--- src/rtl/dlatn_bank.sv ---
// dlatn_bank: CHANNELS x WIDTH synchronous gated-latch bank with a coherent
// snapshot/readback sequencer on a valid/ready port.
// Optional feature macro: DLATN_BANK_WIDTH_CHECK_EN (per-channel minimum
// gate-open width check driving the sticky ERR flags; ERR tied to 0 otherwise).
module dlatn_bank #(
  parameter int unsigned WIDTH    = 8,
  parameter int unsigned CHANNELS = 4,
  parameter int unsigned MIN_OPEN = 2
) (
  input  logic                                           CLK,
  input  logic                                           RST,
  input  logic [CHANNELS*WIDTH-1:0]                      D,
  input  logic [CHANNELS-1:0]                            GN,
  input  logic                                           MODE,
  output logic [CHANNELS*WIDTH-1:0]                      Q,
  input  logic                                           RD_START,
  output logic                                           RD_VALID,
  input  logic                                           RD_READY,
  output logic [WIDTH-1:0]                               RD_DATA,
  output logic [$clog2((CHANNELS > 1) ? CHANNELS : 2)-1:0] RD_CH,
  output logic                                           RD_DONE,
  output logic [CHANNELS-1:0]                            ERR
);

  localparam int unsigned CW = $clog2((CHANNELS > 1) ? CHANNELS : 2);
  localparam logic [CW-1:0] LAST_IDX = CW'(CHANNELS - 1);

  typedef enum logic [1:0] {
    IDLE   = 2'd0,
    SNAP   = 2'd1,
    STREAM = 2'd2
  } state_t;

  state_t                           state;
  state_t                           state_nxt;
  logic [CHANNELS-1:0][WIDTH-1:0]   held;
  logic [CHANNELS-1:0][WIDTH-1:0]   shadow;
  logic [CW-1:0]                    idx;
  logic                             accept_last;

  // Reject degenerate configurations at elaboration.
  if (WIDTH == 0) begin : g_bad_width
    $error("dlatn_bank: WIDTH must be >= 1");
  end
  if (CHANNELS == 0) begin : g_bad_channels
    $error("dlatn_bank: CHANNELS must be >= 1");
  end
  if (MIN_OPEN == 0) begin : g_bad_min_open
    $error("dlatn_bank: MIN_OPEN must be >= 1");
  end

  // Hold register: capture D on every edge where the channel gate is open.
  always_ff @(posedge CLK) begin
    if (RST) begin
      held <= '0;
    end else begin
      for (int c = 0; c < int'(CHANNELS); c++) begin
        if (!GN[c]) held[c] <= D[c*WIDTH +: WIDTH];
      end
    end
  end

  // Channel output: transparent bypass when open in MODE=0, else held value.
  always_comb begin
    Q = '0;
    for (int c = 0; c < int'(CHANNELS); c++) begin
      Q[c*WIDTH +: WIDTH] = (!MODE && !GN[c] && !RST) ? D[c*WIDTH +: WIDTH] : held[c];
    end
  end

  // Sequencer state register.
  always_ff @(posedge CLK) begin
    if (RST) state <= IDLE;
    else     state <= state_nxt;
  end

  // Sequencer next-state logic; RD_START is only honoured in IDLE.
  always_comb begin
    state_nxt   = state;
    accept_last = 1'b0;
    case (state)
      IDLE:   if (RD_START) state_nxt = SNAP;
      SNAP:   state_nxt = STREAM;
      STREAM: begin
        if (RD_READY && (idx == LAST_IDX)) begin
          accept_last = 1'b1;
          state_nxt   = IDLE;
        end
      end
      default: state_nxt = IDLE;
    endcase
  end

  // Snapshot capture, beat index and end-of-stream pulse.
  always_ff @(posedge CLK) begin
    if (RST) begin
      shadow  <= '0;
      idx     <= '0;
      RD_DONE <= 1'b0;
    end else begin
      RD_DONE <= accept_last;
      if (state == SNAP) begin
        shadow <= held;
        idx    <= '0;
      end else if ((state == STREAM) && RD_READY) begin
        idx <= accept_last ? '0 : idx + CW'(1);
      end
    end
  end

  // Readback port decode; data and channel are zeroed outside a beat.
  always_comb begin
    RD_VALID = (state == STREAM);
    RD_DATA  = RD_VALID ? shadow[idx] : '0;
    RD_CH    = RD_VALID ? idx : '0;
  end

`ifdef DLATN_BANK_WIDTH_CHECK_EN
  localparam int unsigned OW = $clog2(MIN_OPEN + 1);
  localparam logic [OW-1:0] OPEN_SAT = OW'(MIN_OPEN);

  logic [CHANNELS-1:0][OW-1:0] open_cnt;

  // Count consecutive open cycles; flag a close that comes too early.
  always_ff @(posedge CLK) begin
    if (RST) begin
      open_cnt <= '0;
      ERR      <= '0;
    end else begin
      for (int c = 0; c < int'(CHANNELS); c++) begin
        if (!GN[c]) begin
          if (open_cnt[c] != OPEN_SAT) open_cnt[c] <= open_cnt[c] + OW'(1);
        end else begin
          if ((open_cnt[c] != '0) && (open_cnt[c] != OPEN_SAT)) ERR[c] <= 1'b1;
          open_cnt[c] <= '0;
        end
      end
    end
  end
`else
  assign ERR = '0;
`endif

endmodule

--- config.mk ---
export PLATFORM = sky130hd
export DESIGN_NAME = dlatn_bank
export DESIGN_NICKNAME = d
export VERILOG_FILES = /design/src/rtl/dlatn_bank.sv
export SDC_FILE = /design/constraint.sdc
export NUM_CORES = 1
export LEC_CHECK = 0
export ABC_AREA = 1
export BUFFER_PORTS_ARGS = -buffer_cell sky130_fd_sc_hd__buf_4
export CORE_ASPECT_RATIO = 1.5
export CORE_MARGIN = 1.5
export CORE_UTILIZATION = 55
export CTS_BUF_LIST = sky130_fd_sc_hd__clkbuf_2
export DETAILED_ROUTE_END_ITERATION = 12
export PLACE_DENSITY = 0.83
export SYNTH_ARGS = -nofsm -noshare
export SYNTH_HDL_FRONTEND = slang
export SYNTH_SLANG_ARGS = --single-unit
--- constraint.sdc ---
create_clock -name CLK -period 2.02 [get_ports CLK]
set_input_delay 0.303 -clock CLK [delete_from_list [all_inputs] [get_ports CLK]]
set_output_delay 0.303 -clock CLK [all_outputs]
set_load 0.02 [all_outputs]
== Yosys cells after proc, flatten, opt, wreduce, memory -nomap -nowiden ==
Cells that the tools add are included.
W data, S select, Z words.
Word-level totals
  bits in registers: 69
  output and inout bits: 48
  bits of input ports: 41
  logic and storage cells: 51
Operators by class
  equal/unequal tests: 5
  reduce and logical (&&, ||, !) cells: 19
  add/subtract/negate cells: 1
  mux-type cells: 14
  order comparisons: 1
Operator list (count)
  $mux W8: 6
  $bmux W8 S2: 1
  $logic_and A1 B1 Y1: 10
  $mux W2: 4
  $logic_not A1 Y1: 6
  $pmux W2 S3: 1
  $eq A2 B2 Y1 const B: 2
  $lt A2 B3 Y1 const B: 1
  $add A2 B1 Y2 const B: 1
  $eq A2 B1 Y1 const B: 1
  $logic_not A2 Y1: 1
  $mux W1: 2
  $ne A2 B1 Y1 const B: 1
  $ne A2 B2 Y1 const B: 1
  $reduce_and A2 Y1: 1
  $reduce_or A2 Y1: 1

== Longest topological paths before layout ==
Gate-level depths: netlist of the first run.
  depth in word-level cells: 5
  mapped depth: 6
  depth with buffers taken out: 6

== Least setup slack after synthesis of the first run ==
No wires, ideal clock.
  path kind: register to output
  start point: reg state[1]
  end point: out RD_DATA[0]
  setup slack: 0.476 ns
  cell stages (with the launch flop): 6
  required time: 1.717 ns
  path buffers: 1
  arrival: 1.241 ns
  cell sequence: dfxtp_1 inv_2 nor2_2 inv_1 buf_2 a21oi_1
On the way
  word-level cells in the longest chain between the ends: 2
RTL lines
  start, declared: RTL line 34  | state_t state;
  start signal, assigned: RTL line 74  | else state <= state_nxt;
  $eq A2 B2 Y1: RTL line 113  | RD_VALID = (state == STREAM);
  via RD_VALID: RTL line 17  | output logic RD_VALID,
  $mux W8: RTL line 114  | RD_DATA = RD_VALID ? shadow[idx] : '0;
  end, declared: RTL line 19  | output logic [WIDTH-1:0] RD_DATA,
The timed path passes the listed nets, and every way through them passes these cells.

== Worst setup path in the final report of the first run ==
  start point: reg idx[0]
  end point: out RD_DATA[7]
On the way
  word-level cells in the longest chain between the ends: 3
RTL lines
  start, declared: RTL line 38  | logic [CW-1:0] idx;
  start signal, assigned: RTL line 106  | idx <= accept_last ? '0 : idx + CW'(1);
  $bmux W8 S2: RTL line 114
  $mux W8 (not written as such): RTL line 114
  $mux W8: RTL line 114
Every way passes these cells. The select of a mux whose other input is x is not followed.

==> impl_results.md, run 1 <==
* DR iter-0 viols at 198
* Largest net degree at the start of global routing at 42
* Post-detailed-route via-to-cell ratio at 5.14
* DPL Wire Length at 5.28 mm
* H-Tree Depth at 3
* Gpl congestion at 0.836
* Cells along the critical path: inv_2 > nand2_1 > nand3_1 > a21oi_1 > buf_4
* Final setup viols at 0
* CP arrival at 1570 ps
* Final nets at 572
* Synthesized instance count at 451
* Min-delay src: D[30]
* TritonCTS clock tree: done
* Buffer levels on the longest clock path at 2
* Horizontal die dimension at 66.1 um
* Placement Setup Slack at 383 ps
* Met2 track demand over resource at 40.1%
* Worst reg2reg path startpoint: state[0]
* Peak supply drop at 0.525 mV
* Global-route usage over all layers at 23.3%
* Nature of the critical path endpoint: output port
* Number of synthesis warnings at 0
* Number of distinct library cells after synthesis at 22
* Critical path fanouts, max at 19
* Routed Antenna Nets at 0
* Number of optimization iterations in the first detailed-route pass at 5
* Starting Density at 56.7%
* Number of buffers inserted to repair setup after CTS at 0
* Root buffer cell: sky130_fd_sc_hd__clkbuf_2
* Crit. Startpoint: idx[0]
* Met3 usage in global routing at 4.63%
* Largest stage delay, worst path at 390 ps
* TritonCTS sink count at 69
* Worst clock skew at 14.3 ps
* Antenna violations before repair at 0
* Routed wirelength normalized by instance count at 11.8 um
* Overall via count from detail_route at 3117
* Total Neg Setup Slack at 0 ps
* Required time reported for the critical path endpoint at 1720 ps
* Diodes inserted at 0
* Worst Path Buf+Inv at 2
* Die Area at 0.00645 sq mm
* Count of standard-cell rows at 34
* I/O pin total at 89
* Kind of start point of the critical path: register
* Gate family responsible for the most delay along the worst path: flip-flops
* Vias in the first global route at 2745
* Most used DFF post-synth: sky130_fd_sc_hd__dfxtp_1
* Cell taking the most area after synthesis: sky130_fd_sc_hd__dfxtp_1
* Register clock-pin slew on the reported worst setup and hold paths at 180 ps
* Number of synthesized register bits at 69
* FMAX at 533 MHz
* Vert. Die Dim at 97.6 um
* Fraction of final layout cells with drive strength greater than 1 at 24.3%
* Total power density per cell area at 717 mW/mm^2
* GR met1 Demand/Resource at 27.8%
* Final worst path period need at 1870 ps
* Worst-case setup margin in the final layout at 145 ps
* Most used standard cells in the synthesized netlist: sky130_fd_sc_hd__a21oi_1, sky130_fd_sc_hd__nand2_1, sky130_fd_sc_hd__inv_1, sky130_fd_sc_hd__dfxtp_1, sky130_fd_sc_hd__o21ai_0
* Number of buffers added by the clock tree synthesis step at 9
* Type of the most critical hold path: primary input to register
* Maximum Capacitance Violations at 0
* Max-slew violation total from the final report at 0
* Unrepaired setup endpoints after global routing: false
* Synth top area share at 42.1%
* DRC errors left at 0
* Area of the core region at 0.00579 sq mm
* Share of synthesized area occupied by flip-flops and latches at 42.1%
* IO Port Bufs at 84
* Slowest cell on the critical path: sky130_fd_sc_hd__dfxtp_1
* Type of the worst setup path: register to output port
* Biggest area contributors in the synthesized netlist: sky130_fd_sc_hd__dfxtp_1, sky130_fd_sc_hd__a21oi_1, sky130_fd_sc_hd__nand2_1
* First-pass GRT wire length at 11.8 mm
* Number of enable-type register cells in the synthesized netlist at 0
* Static leakage at 1.89 nW
* Final Core Density at 69.1%
* Grt peak-use layer: met2
* Relative area change from synthesis to final layout at 21.7%
* Run status: finished clean
* Final Hold Viols at 0
* Area of the mapped netlist at 0.00328 sq mm
* Final routed wirelength across all metal layers at 7.15 mm
* Final period util at 92.8%
* Insertion delay of the later-clocked pin in the worst-skew pair at 490 ps
* Share of flip-flops with an asynchronous set or reset at 0%
* Mean area per synthesized cell at 7.28 sq um
* Global-route congestion overflow total at 0
-- sequential cells by signal, summed over array words and instances, names as in the netlist --
signal / count
idx: 2
state: 2
held: 32
RD_DONE: 1
shadow: 32
-- what timing repair did --
item                                    in CTS  in global routing
endpoints found under the hold margin        3                  0
gates resized for setup                      1                  1
hold buffers                                 2                  0
endpoints found under the setup margin       1                  8
gates cloned                                 0                  0
-- path summary, 6_finish.rpt --
path	depth (start not counted)	slack [ps]	to
min	3	50	held[30]
min reg2reg	1	450	state[0]
max	5	150	RD_DATA[7]
max reg2reg	4	800	shadow[0]
-- logic make-up after synthesis --
| logic type | after synthesis | synth area share (%) |
|---|---|---|
| other | 1 | 0.114 |
| and+or+nand+nor | 103 | 14.3 |
| AOI/OAI and AO/OA | 170 | 27.1 |
| adders and majority gates | 1 | 0.381 |
| buffers and inverters | 107 | 16.1 |
| DFF | 69 | 42.1 |
-- where the power goes --
part           total (mW)  internal [mW]  switching (mW)
clock network       0.752          0.288           0.464
logic               0.600          0.247           0.353
registers            1.51           1.46          0.0522
total                2.86           1.99           0.869
-- worst register-to-register path, cell delays in order, from the launching register on --
cell	delay [ps]
sky130_fd_sc_hd__dfxtp_1	470
sky130_fd_sc_hd__nand2_2	180
sky130_fd_sc_hd__buf_4	240
sky130_fd_sc_hd__o21ai_1	190
sky130_fd_sc_hd__a21oi_1	60
-- metal layers --
metal | part of all wire [%] | vias to the layer above
li1 | - | 1612
met4 | 1.3 | 0
met1 | 41 | 1409
met3 | 4.6 | 9
met5 | 0 | -
met2 | 53 | 87
-- cell type report --
class / instances / area (sq um)
Fill cell: 520 / 1790
Inverter: 76 / 288
Timing Repair Buffer: 96 / 738
Multi-Input combinational cell: 278 / 1390
Sequential cell: 69 / 1380
Clock inverter: 5 / 51.3
Tap cell: 72 / 90.1
Clock buffer: 11 / 55.1
-- placed cells by master (no fill, tap or decap), drive strengths merged, types with 2 or more instances in the layout --
cell type | synthesis | layout
inv | 75 | 75
clkinv | 1 | 4
o21ai | 96 | 96
nand2 | 74 | 74
nor3 | 2 | 2
dlygate4sd3 | 0 | 2
nand3 | 21 | 21
dfxtp | 69 | 69
clkbuf | 1 | 11
nor2 | 6 | 6
a21oi | 74 | 74
conb | 1 | 4
buf | 30 | 94
-- per-stage QoR --
| step | power (mW) | hold slack (ps) | cells | instance area, sq um |
|---|---|---|---|---|
| 2_1_floorplan | 1.93 | 372 | 454 | 3290 |
| 3_3_place_gp | 2.12 | 426 | 589 | 3860 |
| 3_5_place_dp | 2.13 | 434 | 589 | 3860 |
| 4_1_cts | 2.88 | 14.4 | 607 | 3990 |
| 5_1_grt | 3.02 | 5.05 | 607 | 4000 |
| 6_report | 2.86 | 48.0 | 607 | 4000 |
Note: power is estimated with default switching activity, not from simulation.
==> run 2, diff against run 1 <==
Settings changed: CORE_MARGIN 1.5 to 4, CORE_UTILIZATION 55 to 57, PLACE_DENSITY 0.83 to 0.86.
==> run 2 against run 1 <==
Effect of this change: clock power fell by 0.7%; clock skew rose by 14 ps; first-iteration DRC count rose by 15%; wire length rose by 9.3%; combinational power rose by 2%; critical path depth did not move; sequential power barely moved; flip-flop and latch count did not move; maximum frequency fell by 1.2%; die area rose by 9.5%; total power rose by 0.20%; critical path type unchanged; global-route usage fell by 1.5 points.
==> impl_results.md, run 2 (synthesis gave the netlist of run 1 again) <==
* Part of the total power dissipated in combinational logic at 21.2% (+0.2 points)
* Commonest cells after routing, fill and taps aside: sky130_fd_sc_hd__buf_4, sky130_fd_sc_hd__nand2_1, sky130_fd_sc_hd__a21oi_1, sky130_fd_sc_hd__inv_1, sky130_fd_sc_hd__dfxtp_1
* Diodes inserted at 0 (unchanged)
* Type of the worst setup path: register to output port
* First-pass GRT wire length at 12.4 mm (+5.4%)
* Total Neg Setup Slack at 0 ps (unchanged)
* DRC errors left at 0 (unchanged)
* Post-route design area at 0.00399 sq mm (about the same)
* Sum of internal, switching and leakage power at 2.87 mW (+0.20%)
* Type of the most critical hold path: primary input to register
* Final nets at 572 (unchanged)
* Net switching power at 0.884 mW (+1.7%)
* Final period util at 93.9% (+1.1 points)
* Switching share of total power at 30.8% (+0.46 points)
* Global-route usage over all layers at 21.8% (-1.5 points)
* Largest net degree at the start of global routing at 64 (+52%)
* Count of standard-cell rows at 33 (-2.9%)
* TritonCTS sink count at 69 (unchanged)
* Final Hold Viols at 0 (unchanged)
* Peak supply drop at 0.435 mV (-17%)
* Routed Antenna Nets at 0 (unchanged)
* Vias in the first global route at 2924 (+6.5%)
* Biggest regs: held: 32 flops, shadow: 32 flops
* Nature of the critical path endpoint: output port
* Die Area at 0.00706 sq mm (+9.5%)
* Internal at 1.99 mW (-0.46%)
* Worst clock skew at 28.1 ps (+13.8 ps)
* Run status: finished clean
* Cells along the critical path: inv_2 > nand2_1 > nand3_1 > a21oi_1 > buf_4
* DPL Wire Length at 5.70 mm (+7.9%)
* Filler cell count at 472 (-9.2%)
* Relative contribution of the clock network to total power at 26.0% (-0.3 points)
* FMAX at 527 MHz (-1.2%)
* Final setup viols at 0 (unchanged)
* Required time reported for the critical path endpoint at 1720 ps (about the same)
* Most common library cell in the layout ignoring fill and taps: sky130_fd_sc_hd__buf_4
* Number of buffers inserted to repair setup after CTS at 0 (unchanged)
* Sequential power share at 52.7% (about the same)
* Antenna violations before repair at 0 (unchanged)
* Insertion delay of the later-clocked pin in the worst-skew pair at 510 ps (+20 ps)
* Final worst path period need at 1900 ps (+22.9 ps)
* H-Tree Depth at 3 (unchanged)
* Register clock-pin slew on the reported worst setup and hold paths at 190 ps (about the same)
* Overall via count from detail_route at 3134 (+0.55%)
* CP arrival at 1590 ps (+20 ps)
* Buffer levels on the longest clock path at 2 (unchanged)
* Slowest cell on the critical path: sky130_fd_sc_hd__dfxtp_1
* Starting Density at 59.3% (+2.6 points)
* Global-route congestion overflow total at 0 (unchanged)
* Largest stage delay, worst path at 390 ps (about the same)
* TritonCTS clock tree: done
* I/O pin total at 89 (unchanged)
* Area of the core region at 0.00553 sq mm (-4.4%)
* Vert. Die Dim at 101 um (+3.4%)
* Horizontal die dimension at 70.0 um (+5.9%)
* Max-slew violation total from the final report at 0 (unchanged)
* Routed wirelength normalized by instance count at 12.9 um (+9.6%)
* Number of optimization iterations in the first detailed-route pass at 5 (unchanged)
* Total power density per cell area at 718 mW/mm^2 (+0.24%)
* Area of placed instances at 0.00386 sq mm (about the same)
* DR iter-0 viols at 228 (+15%)
* Maximum Capacitance Violations at 0 (unchanged)
* Gpl congestion at 0.850 (+1.7%)
* IO Port Bufs at 84 (unchanged)
* Fraction of final layout cells with drive strength greater than 1 at 24.5% (+0.19 points)
* Post-detailed-route via-to-cell ratio at 5.18 (+0.88%)
* Static leakage at 1.89 nW (+0.21%)
* Final worst hold slack at 31.1 ps (-16.9 ps)
* Number of buffers added by the clock tree synthesis step at 9 (unchanged)
* Final Core Density at 72.2% (+3.1 points)
* Root buffer cell: sky130_fd_sc_hd__clkbuf_2
* Kind of start point of the critical path: register
* Critical path fanouts, max at 19 (unchanged)
* Final routed wirelength across all metal layers at 7.81 mm (+9.3%)
* Unrepaired setup endpoints after global routing: false
* Relative area change from synthesis to final layout at 21.6% (about the same)
==> run 2: cell count changes in the layout (fill, tap and decap cells not counted), sizes merged <==
cell and delta:
clkinv +2, clkbuf -1, clkinvlp -1
==> run 2: final cells by class <==
class / instances / area (sq um) / share of cell area (%)
inverters: 76 / 288 / 7.21
clock inverters: 6 / 53.8 / 1.35
well taps: 70 / 87.6 / 2.19
multi-input cells: 278 / 1400 / 34.9
clock buffers: 10 / 50.0 / 1.25
flip-flops and latches: 69 / 1380 / 34.6
repair buffers: 96 / 738 / 18.5
==> run 2: metal layers <==
metal  share of wire [%]  routed length (um)  GRT usage, %
met2                  51                4010          39.1
met4                 3.0                 236          12.1
met5                   0                   0             0
met3                 4.7                 365          3.99
met1                  41                3200          23.9
==> run 2: what timing repair did <==
action / in CTS / in global routing
gates cloned: 0 / 0
hold endpoints to repair: 3 / 0
hold buffers: 2 / 0
setup endpoints to repair: 7 / 8
pin swaps: 0 / 0
resized for setup: 1 / 2
==> run 2: power by group through the flow <==
| stage | Sequential, mW | Combinational, mW | Clock, mW |
|---|---|---|---|
| floorplan | 1.52 | 0.408 | 0 |
| global placement | 1.54 | 0.584 | 0 |
| detailed placement | 1.54 | 0.600 | 0 |
| CTS | 1.51 | 0.607 | 0.764 |
| global route | 1.52 | 0.672 | 0.814 |
| finish | 1.51 | 0.609 | 0.747 |
==> run 2: final timing paths <==
check	cells after the start	slack (ps)	startpoint	end
worst max-delay path	5	120	idx[0]	RD_DATA[7]
worst min-delay path	3	30	D[30]	held[30]
worst max register to register	4	780	state[0]	shadow[22]
worst min register to register	1	460	state[1]	state[0]
==> run 2: critical path: cells and delay by family, from the launching register on <==
family                 cells  cell delay, ps
DFF                        1             390
buffers and inverters      2             310
AOI/OAI and AO/OA          1             200
and+or+nand+nor            2             180
==> run 2: metrics by stage <==
| step | cells | setup WS [ps] |
|---|---|---|
| CTS | 605 | 40.1 |
| finish | 605 | 123 |
| global placement | 587 | 454 |
| global route | 605 | 5.32 |
| floorplan | 454 | 476 |
| detailed placement | 587 | 406 |
==> run 3, diff against run 2 <==
Settings changed: BUFFER_PORTS_ARGS -buffer_cell sky130_fd_sc_hd__buf_4 to unset, CORE_ASPECT_RATIO 1.5 to 1.75, CORE_UTILIZATION 57 to 30, DONT_BUFFER_PORTS set to 1, PLACE_DENSITY 0.86 to unset.
==> run 3 against run 2 <==
Effect of this change: sequential power is essentially flat; clock skew is 16 ps lower; design area up 1.3%; wire length up 14%; maximum frequency shrank 1.7%; worst hold slack improved by 56 ps; utilization decreased by 34 points.
==> impl_results.md, run 3 (synthesis gave the netlist of run 1 again) <==
* Run status: finished clean
* Met3 usage in global routing at 2.99% (-1.0 points)
* Final period util at 95.5% (+1.6 points)
* Post-detailed-route via-to-cell ratio at 4.76 (-8.1%)
* Routed Antenna Nets at 0 (unchanged)
* Required time reported for the critical path endpoint at 1720 ps (about the same)
* Type of the most critical hold path: primary input to register
* Critical path fanouts, max at 19 (unchanged)
* Internal at 1.87 mW (-5.8%)
* Net switching power at 0.890 mW (+0.65%)
* Cells after DPL at 603 (+2.7%)
* Final routed wirelength across all metal layers at 8.92 mm (+14%)
* Register clock-pin slew on the reported worst setup and hold paths at 170 ps (-20 ps)
* CP arrival at 1630 ps (+40 ps)
* Total power density per cell area at 682 mW/mm^2 (-5.1%)
* Worst clock skew at 11.9 ps (-16.2 ps)
* Sequential power share at 54.9% (+2.2 points)
* Routed wirelength normalized by instance count at 13.6 um (+5.5%)
* Max-slew violation total from the final report at 0 (unchanged)
* Gpl congestion at 0.791 (-7.0%)
* FMAX at 518 MHz (-1.7%)
* Sum of internal, switching and leakage power at 2.76 mW (-3.8%)
* Capturing point of the worst reg2reg path: state[1]
* Placement Setup Slack at 413 ps (+7.79 ps)
* Relative contribution of the clock network to total power at 23.3% (-2.7 points)
* Worst reg2reg path startpoint: idx[0]
* Fraction of final layout cells with drive strength greater than 1 at 16.6% (-7.9 points)
* Grt peak-use layer: met2
* IO Port Bufs at 0 (-100%)
* Horizontal die dimension at 87.1 um (+24%)
* I/O pin total at 89 (unchanged)
* Type of the worst setup path: register to output port
* Worst setup slack for register-to-register paths at 350 ps (-430 ps)
* Final Core Density at 37.8% (-34 points)
* Worst Hold Endpoint: state[0]
* Largest net degree at the start of global routing at 66 (+3.1%)
* Switching share of total power at 32.2% (+1.4 points)
* Vert. Die Dim at 146 um (+45%)
* Insertion delay of the later-clocked pin in the worst-skew pair at 500 ps (about the same)
* Worst Reg-to-Reg Cells at 6 (+2)
* Total Neg Setup Slack at 0 ps (unchanged)
* GR met1 Demand/Resource at 14.8% (-9.1 points)
* Area of placed instances at 0.00361 sq mm (-6.6%)
* Static leakage at 1.80 nW (-4.5%)
* Most common library cell in the layout ignoring fill and taps: sky130_fd_sc_hd__a21oi_1
* H-Tree Depth at 3 (unchanged)
* Final nets at 562 (-1.7%)
* DPL Wire Length at 6.73 mm (+18%)
* Die Area at 0.0127 sq mm (+80%)
* Filler cell count at 1110 (+140%)
* DRC errors left at 0 (unchanged)
* Number of optimization iterations in the first detailed-route pass at 4 (-1)
* DR iter-0 viols at 144 (-37%)
* TritonCTS clock tree: done
* Final Hold Viols at 0 (unchanged)
* Maximum Capacitance Violations at 0 (unchanged)
* Part of the total power dissipated in combinational logic at 21.8% (+0.6 points)
* Post-route design area at 0.00405 sq mm (+1.3%)
* Root buffer cell: sky130_fd_sc_hd__clkbuf_2
* Min-delay src: RST
* Number of buffers added by the clock tree synthesis step at 9 (unchanged)
* Final worst path period need at 1930 ps (+32.3 ps)
* Area of the core region at 0.0107 sq mm (+93%)
* Overall via count from detail_route at 3117 (-0.54%)
* Peak supply drop at 0.348 mV (-20%)
* Count of standard-cell rows at 50 (+52%)
* Global-route usage over all layers at 14.4% (-7.4 points)
* Nature of the critical path endpoint: output port
* Worst-case setup margin in the final layout at 90.3 ps (-32.3 ps)
* Antenna violations before repair at 1 (+1)
* Unrepaired setup endpoints after global routing: true
* First-pass GRT wire length at 14.2 mm (+15%)
* Buffer levels on the longest clock path at 2 (unchanged)
* Vias in the first global route at 2998 (+2.5%)
* Final worst hold slack at 87.6 ps (+56.5 ps)
* Global-route congestion overflow total at 0 (unchanged)
* Kind of start point of the critical path: register
* Count of cells along the worst hold path at 3 (unchanged)
* Starting Density at 30.7% (-29 points)
* Commonest cells after routing, fill and taps aside: sky130_fd_sc_hd__a21oi_1, sky130_fd_sc_hd__nand2_1, sky130_fd_sc_hd__inv_1, sky130_fd_sc_hd__dfxtp_1, sky130_fd_sc_hd__buf_4
* TritonCTS sink count at 69 (unchanged)
* Relative area change from synthesis to final layout at 23.3%
* Final std cells w/o fill at 655 (+8.3%)
* Number of buffers inserted to repair setup after CTS at 0 (unchanged)
* Final setup viols at 0 (unchanged)
* Met2 track demand over resource at 25.2% (-14 points)
* Biggest regs: held: 32 flops, shadow: 32 flops
[run 3: changes by cell type in the layout (fill, tap and decap cells not counted), moves of 3 or more]
cell,previous run,this run
sky130_fd_sc_hd__clkinv_2,4,1
sky130_fd_sc_hd__buf_4,93,49
sky130_fd_sc_hd__clkbuf_2,10,13
sky130_fd_sc_hd__dlygate4sd3_1,2,36
[run 3: layout make-up]
type / instances / area (sq um) / share of cell area (%)
Timing Repair Buffer: 86 / 748 / 18.5
Inverter: 76 / 289 / 7.14
Sequential cell: 69 / 1380 / 34.2
Tap cell: 130 / 163 / 4.02
Antenna cell: 1 / 2.50 / 0.0618
Clock buffer: 13 / 65.1 / 1.61
Multi-Input combinational cell: 278 / 1390 / 34.3
Clock inverter: 2 / 11.3 / 0.278
[run 3: what timing repair did]
item / in CTS / in global routing
hold buffers: 36 / 0
pin swaps: 0 / 0
endpoints found under the hold margin: 37 / 0
gates resized for setup: 2 / 1
setup endpoints to repair: 9 / 5
[run 3: worst max-delay path, cell delays in order (launching register included)]
cell,delay (ps)
sky130_fd_sc_hd__dfxtp_1,360
sky130_fd_sc_hd__inv_2,240
sky130_fd_sc_hd__nand2_1,190
sky130_fd_sc_hd__nand3_1,100
sky130_fd_sc_hd__a21oi_1,70
sky130_fd_sc_hd__buf_4,160
[run 3: power groups by stage]
| stage | clock network (mW) | logic (mW) | registers, mW |
|---|---|---|---|
| floorplan | 0 | 0.408 | 1.52 |
| global placement | 0 | 0.540 | 1.54 |
| detailed placement | 0 | 0.548 | 1.55 |
| CTS | 0.665 | 0.607 | 1.52 |
| global route | 0.716 | 0.673 | 1.53 |
| finish | 0.642 | 0.603 | 1.52 |
[run 3: worst max path at each step]
stage             start         end  slack (ps)  cells past startpoint
2_1_floorplan  state[1]  RD_DATA[0]         480                      5
3_3_place_gp     idx[1]  RD_DATA[1]         490                      4
3_5_place_dp     idx[1]  RD_DATA[0]         410                      4
4_1_cts          idx[0]  RD_DATA[1]          30                      5
5_1_grt          idx[0]  RD_DATA[1]         -30                      5
6_report         idx[0]  RD_DATA[1]          90                      5
[run 3: routing by layer]
metal	part of all wire, %	vias to the layer above	routed length [um]
met2	53	80	4770
met4	5.5	0	494
met1	37	1415	3310
met5	0	-	0
met3	3.9	30	348
li1	-	1592	-
